--- src/rtl/hazard_control_unit.sv ---
// Pipeline hazard/stall controller: load-use stalls, branch flushes, data-memory
// freezes, plus saturating stall/flush statistics and a sticky memory-timeout flag.
module hazard_control_unit #(
  parameter int unsigned TIMEOUT = 255,
  parameter int unsigned CNT_W   = 16
) (
  input  logic             clk,
  input  logic             rst_n,
  input  logic [6:0]       opcode_ID,
  input  logic [4:0]       rs1_ID,
  input  logic [4:0]       rs2_ID,
  input  logic [4:0]       rd_EX,
  input  logic             memread_EX,
  input  logic             memread_MEM,
  input  logic             memwrite_MEM,
  input  logic             dmem_ready,
  input  logic             branch_taken_EX,
  output logic             PC_write,
  output logic             IFID_write,
  output logic             IDEX_write,
  output logic             EXMEM_write,
  output logic             IFID_flush,
  output logic             IDEX_flush,
  output logic             IDEX_bubble,
  output logic             MEMWB_bubble,
  output logic             mem_timeout,
  output logic [CNT_W-1:0] stall_count,
  output logic [CNT_W-1:0] flush_count
);

  // TIMEOUT is expected to be at least 1.
  localparam int unsigned WAIT_W = (TIMEOUT < 1) ? 1 : $clog2(TIMEOUT + 1);
  localparam logic [WAIT_W-1:0] WAIT_MAX = WAIT_W'(TIMEOUT);
  localparam logic [CNT_W-1:0]  CNT_MAX  = '1;

  typedef enum logic {ST_RUN, ST_WAIT} state_e;

  state_e            state_q, state_d;
  logic [WAIT_W-1:0] wait_cnt_q, wait_cnt_d;
  logic              mem_timeout_q, mem_timeout_d;
  logic [CNT_W-1:0]  stall_count_q, stall_count_d;
  logic [CNT_W-1:0]  flush_count_q, flush_count_d;

  logic rs1_used, rs2_used, load_use, freeze;

  // Operand usage decode, same opcode sets as the forwarding unit.
  always_comb begin
    rs1_used = 1'b0;
    rs2_used = 1'b0;
    case (opcode_ID)
      7'b0110011, 7'b0100011, 7'b1100011: begin
        rs1_used = 1'b1;
        rs2_used = 1'b1;
      end
      7'b0000011, 7'b0010011, 7'b1100111: rs1_used = 1'b1;
      default: ;
    endcase
  end

  assign load_use = memread_EX && (rd_EX != 5'd0) &&
                    ((rs1_used && (rs1_ID == rd_EX)) || (rs2_used && (rs2_ID == rd_EX)));
  assign freeze   = (memread_MEM || memwrite_MEM) && !dmem_ready;

  // Same-cycle control decode in priority order: freeze, branch, load-use, run.
  always_comb begin
    PC_write     = 1'b1;
    IFID_write   = 1'b1;
    IDEX_write   = 1'b1;
    EXMEM_write  = 1'b1;
    IFID_flush   = 1'b0;
    IDEX_flush   = 1'b0;
    IDEX_bubble  = 1'b0;
    MEMWB_bubble = 1'b0;
    if (freeze) begin
      PC_write     = 1'b0;
      IFID_write   = 1'b0;
      IDEX_write   = 1'b0;
      EXMEM_write  = 1'b0;
      MEMWB_bubble = 1'b1;
    end else if (branch_taken_EX) begin
      IFID_flush = 1'b1;
      IDEX_flush = 1'b1;
    end else if (load_use) begin
      PC_write    = 1'b0;
      IFID_write  = 1'b0;
      IDEX_bubble = 1'b1;
    end
    if (!rst_n) begin
      PC_write     = 1'b0;
      IFID_write   = 1'b0;
      IDEX_write   = 1'b0;
      EXMEM_write  = 1'b0;
      IFID_flush   = 1'b0;
      IDEX_flush   = 1'b0;
      IDEX_bubble  = 1'b0;
      MEMWB_bubble = 1'b0;
    end
  end

  // Next-state: wait tracking, timeout flag and statistics.
  always_comb begin
    state_d       = state_q;
    wait_cnt_d    = wait_cnt_q;
    mem_timeout_d = mem_timeout_q;
    stall_count_d = stall_count_q;
    flush_count_d = flush_count_q;

    case (state_q)
      ST_RUN: begin
        // wait_cnt is zero in RUN, so the first frozen edge lands on 1.
        wait_cnt_d = freeze ? WAIT_W'(1) : '0;
        if (freeze) state_d = ST_WAIT;
      end
      ST_WAIT: begin
        if (freeze) begin
          if (wait_cnt_q != WAIT_MAX) wait_cnt_d = wait_cnt_q + WAIT_W'(1);
        end else begin
          wait_cnt_d = '0;
          state_d    = ST_RUN;
        end
      end
      default: begin
        state_d    = ST_RUN;
        wait_cnt_d = '0;
      end
    endcase

    if (freeze && (wait_cnt_d == WAIT_MAX)) mem_timeout_d = 1'b1;

    if ((freeze || (load_use && !branch_taken_EX)) && (stall_count_q != CNT_MAX))
      stall_count_d = stall_count_q + CNT_W'(1);
    if (branch_taken_EX && !freeze && (flush_count_q != CNT_MAX))
      flush_count_d = flush_count_q + CNT_W'(1);
  end

  always_ff @(posedge clk or negedge rst_n) begin
    if (!rst_n) begin
      state_q       <= ST_RUN;
      wait_cnt_q    <= '0;
      mem_timeout_q <= 1'b0;
      stall_count_q <= '0;
      flush_count_q <= '0;
    end else begin
      state_q       <= state_d;
      wait_cnt_q    <= wait_cnt_d;
      mem_timeout_q <= mem_timeout_d;
      stall_count_q <= stall_count_d;
      flush_count_q <= flush_count_d;
    end
  end

  assign mem_timeout = mem_timeout_q;
  assign stall_count = stall_count_q;
  assign flush_count = flush_count_q;

endmodule

--- config.mk ---
export PLATFORM = sky130hd
export DESIGN_NAME = hazard_control_unit
export DESIGN_NICKNAME = d
export VERILOG_FILES = /design/src/rtl/hazard_control_unit.sv
export SDC_FILE = /design/constraint.sdc
export NUM_CORES = 1
export LEC_CHECK = 0
export BUFFER_PORTS_ARGS = -buffer_cell sky130_fd_sc_hd__buf_4
export CAP_MARGIN = 20
export CORE_MARGIN = 2
export CORE_UTILIZATION = 50
export CTS_CLUSTER_SIZE = 28
export DETAILED_ROUTE_END_ITERATION = 12
export PLACE_DENSITY = 0.79
export SYNTH_ARGS = -nofsm -noshare
export SYNTH_HDL_FRONTEND = slang
export SYNTH_SLANG_ARGS = --single-unit
export TNS_END_PERCENT = 30
--- constraint.sdc ---
create_clock -name clk -period 3.36 [get_ports clk]
set_input_delay 0.168 -clock clk [delete_from_list [all_inputs] [get_ports clk]]
set_output_delay 0.168 -clock clk [all_outputs]
set_load 0.02 [all_outputs]
==> qor.txt <==
Synth top area cells -> dfrtp_1, xnor2_1, xor2_1
PortBufs -> 69
Initial Util -> 0.524
Seq/Total Area, Yosys -> 0.458
Internal power -> 0.931 mW
Die Y -> 71.8 µm
Final Instance Area -> 2940 µm²
Post-synth top area share -> 0.458
Status -> completed
Htree depth -> 2
Relative slew slack -> 0.642
Critical path fanouts, max -> 44
Non-filler cells, final -> 349
Most frequent cells in the layout -> buf_4, dfrtp_1, xnor2_1
Power density cells -> 481 nW/µm²
Hold Path Origin -> dmem_ready
Pwr Total -> 1.41 mW
CP max-delay cell -> dlygate4sd3_1
Final Hold Fails -> 0
Gate power share -> 0.282
Initial DRC count -> 103
Clock share of power -> 0.241
Drt first pass iters -> 4
Gp weighted congestion -> 0.854
Max cap viols -> 0
Sw power -> 0.483 mW
Seq cells post-synth -> 42
Number of diodes -> 0
Hpwl dp -> 3.78 mm
Worst path max stage delay -> 0.53 ns
Sequential share of power -> 0.477
Total vias in the final route -> 1934
DR vias/cell -> 5.54
Worst EP required -> 3.19 ns
Slew @ Worst Pin -> 0.538 ns
Syn-to-layout area delta -> 28.0%
Final worst-path setup slack -> 1.26 ns
Final min period -> 2.10 ns
Initial antenna violation count -> 0
Total core area -> 4380 µm²
Nets -> 328
Total setup buffers inserted after CTS -> 0
Final TNS setup -> 0 ns
Top FF cell, synth -> dfrtp_1
TritonCTS clock tree -> done
Root buf cell -> clkbuf_8
Final worst-path cycle share -> 0.624
Switching part of the total -> 0.341
EDFF count, synth -> 0
Chip Width -> 71.8 µm
Clock-pin slew on the worst setup and hold paths -> 0.08 ns
Remaining antenna violation count -> 0
Die Area -> 5150 µm²
Total GRT Usage -> 0.210
Slew Viols, Final -> 0
Synth unique cells -> 47
Syn nets -> 257
Most Frequent Cell on Critical Path -> buf_4
Worst Clk Skew -> 0.00178 ns
Placed Cells -> 340
Clock tree buffer depth -> 2
Max Freq -> 477 MHz
Wire per inst -> 14.6 µm
Worst R2R Start -> stall_count[0]$_DFFE_PN0P_
Worst Path Buf+Inv -> 4
Worst vdd ir -> 0.412 mV
Vias in the first global route -> 1783
Setup Crit Path Kind -> in2out
Leak -> 1.36 nW
Fraction of layout instances using a drive strength above 1 -> 0.310
First-pass GRT wire length -> 8.34 mm
Largest net degree at the start of global routing -> 45
Ports -> 70
Critical Path Sink Type -> output port
Mapped Cells -> 225
Synthesized area per cell -> 10.2 µm²
RSZ-0062 raised after global routing -> false
Worst Hold Class -> in2reg
Drt total wl -> 5.08 mm
Clock Sinks -> 42
Remaining DRCs -> 0
Crit-path cells -> dlygate4sd3_1, buf_4, inv_1, nor4_1, buf_4
Cell row count -> 24
Setup violators final -> 0
Clock latency on the worst-skew pair -> 0.30 ns
Total CTS buffers -> 5
Synth warn -> 0
Commonest non-fill, non-tap cell in the layout -> buf_4
Post-DP Area -> 2840 µm²
Synth Cell Area -> 2300 µm²
Ys async rst share -> 1.00
Critical path startpoint -> rst_n
Worst endpoint data arrival time -> 1.93 ns
Delay-heaviest family, CP -> buffers and inverters
DP Worst Slack -> 1.38 ns
Startpoint types -> input pin
Area leader, netlist -> dfrtp_1
Remaining Overflow, GRT -> 0
==> timing repair <==
action	4_1_cts	5_1_grt
hold endpoints to repair	42	0
hold buffers	1	0
gates resized for setup	0	0
==> path summary, 6_finish.rpt <==
| kind | endpoint | slack [ns] | cells after the start |
|---|---|---|---|
| worst max-delay path | IDEX_bubble | 1.26 | 5 |
| max in group asynchronous | flush_count[7]$_DFFE_PN0P_ | 2.60 | 2 |
| worst min register to register | wait_cnt_q[0]$_DFF_PN0_ | 0.45 | 1 |
| worst min-delay path | wait_cnt_q[0]$_DFF_PN0_ | 0.22 | 3 |
| worst max register to register | stall_count[1]$_DFFE_PN0P_ | 1.36 | 6 |
| min in group asynchronous | flush_count[3]$_DFFE_PN0P_ | 0.40 | 2 |
==> through the flow <==
step,hold WS (ns),util
final,0.223,0.671
after global placement,0.193,0.648
after global routing,0.245,0.671
after detailed placement,0.193,0.648
after floorplan,-0.128,-
after CTS,0.215,0.671
==> logic make-up (layout without fill, tap and decap cells) <==
kind of cell	Yosys count	in the layout	share of synthesized area
compound gates	32	32	0.111
xor+xnor	37	37	0.141
fa+ha+maj	3	3	0.0163
buf+inv	12	84	0.0278
flops	42	42	0.458
mux	3	3	0.0147
simple gates	96	96	0.231
==> worst register-to-register path: stages (launching register included) <==
cell and delay (ns):
dfrtp_1 0.45, ha_1 0.25, nand2_1 0.11, nor4_2 0.07
a32o_1 0.29, a21oi_4 0.35, mux2_2 0.38
==> layer usage <==
layer / vias to the layer above / GRT usage / wire length (µm)
met5: - / 0 / 0
met4: 0 / 0.0776 / 95
met3: 8 / 0.0563 / 257
met2: 50 / 0.359 / 2500
met1: 919 / 0.254 / 2230
li1: 957 / - / -
==> synthesized netlist by cell type, drive strengths merged, types with 2 or more instances <==
| cell | instances |
|---|---|
| o21ai | 3 |
| nor2 | 17 |
| xnor2 | 26 |
| buf | 4 |
| nand2 | 21 |
| nand4 | 13 |
| xor2 | 11 |
| clkbuf | 2 |
| nand3 | 13 |
| o22ai | 2 |
| inv | 6 |
| dfrtp | 42 |
| mux2 | 3 |
| a21oi | 14 |
| and2 | 2 |
| a31oi | 4 |
| ha | 3 |
| and3 | 8 |
| nor3 | 5 |
| nor4 | 7 |
==> sequential cells by signal (all words and copies together) (netlist names) <==
register	cells
mem_timeout	1
wait_cnt_q	8
stall_count	16
flush_count	16
state_q	1
==> cell type report <==
type | instances | area [µm²]
Clock inverter | 1 | 5.00
Timing Repair Buffer | 70 | 528
Multi-Input combinational cell | 171 | 1180
Clock buffer | 7 | 86.3
Inverter | 6 | 22.5
Sequential cell | 42 | 1050
Fill cell | 345 | 1440
Tap cell | 52 | 65.1
==> power groups by stage <==
stage	clock, mW	sequential [mW]	combinational, mW
3_5_place_dp	0	0.685	0.403
6_report	0.340	0.674	0.399
2_1_floorplan	0	0.748	0.147
3_3_place_gp	0	0.680	0.396
4_1_cts	0.344	0.675	0.405
5_1_grt	0.371	0.693	0.438
(Power assumes the default switching activity.)
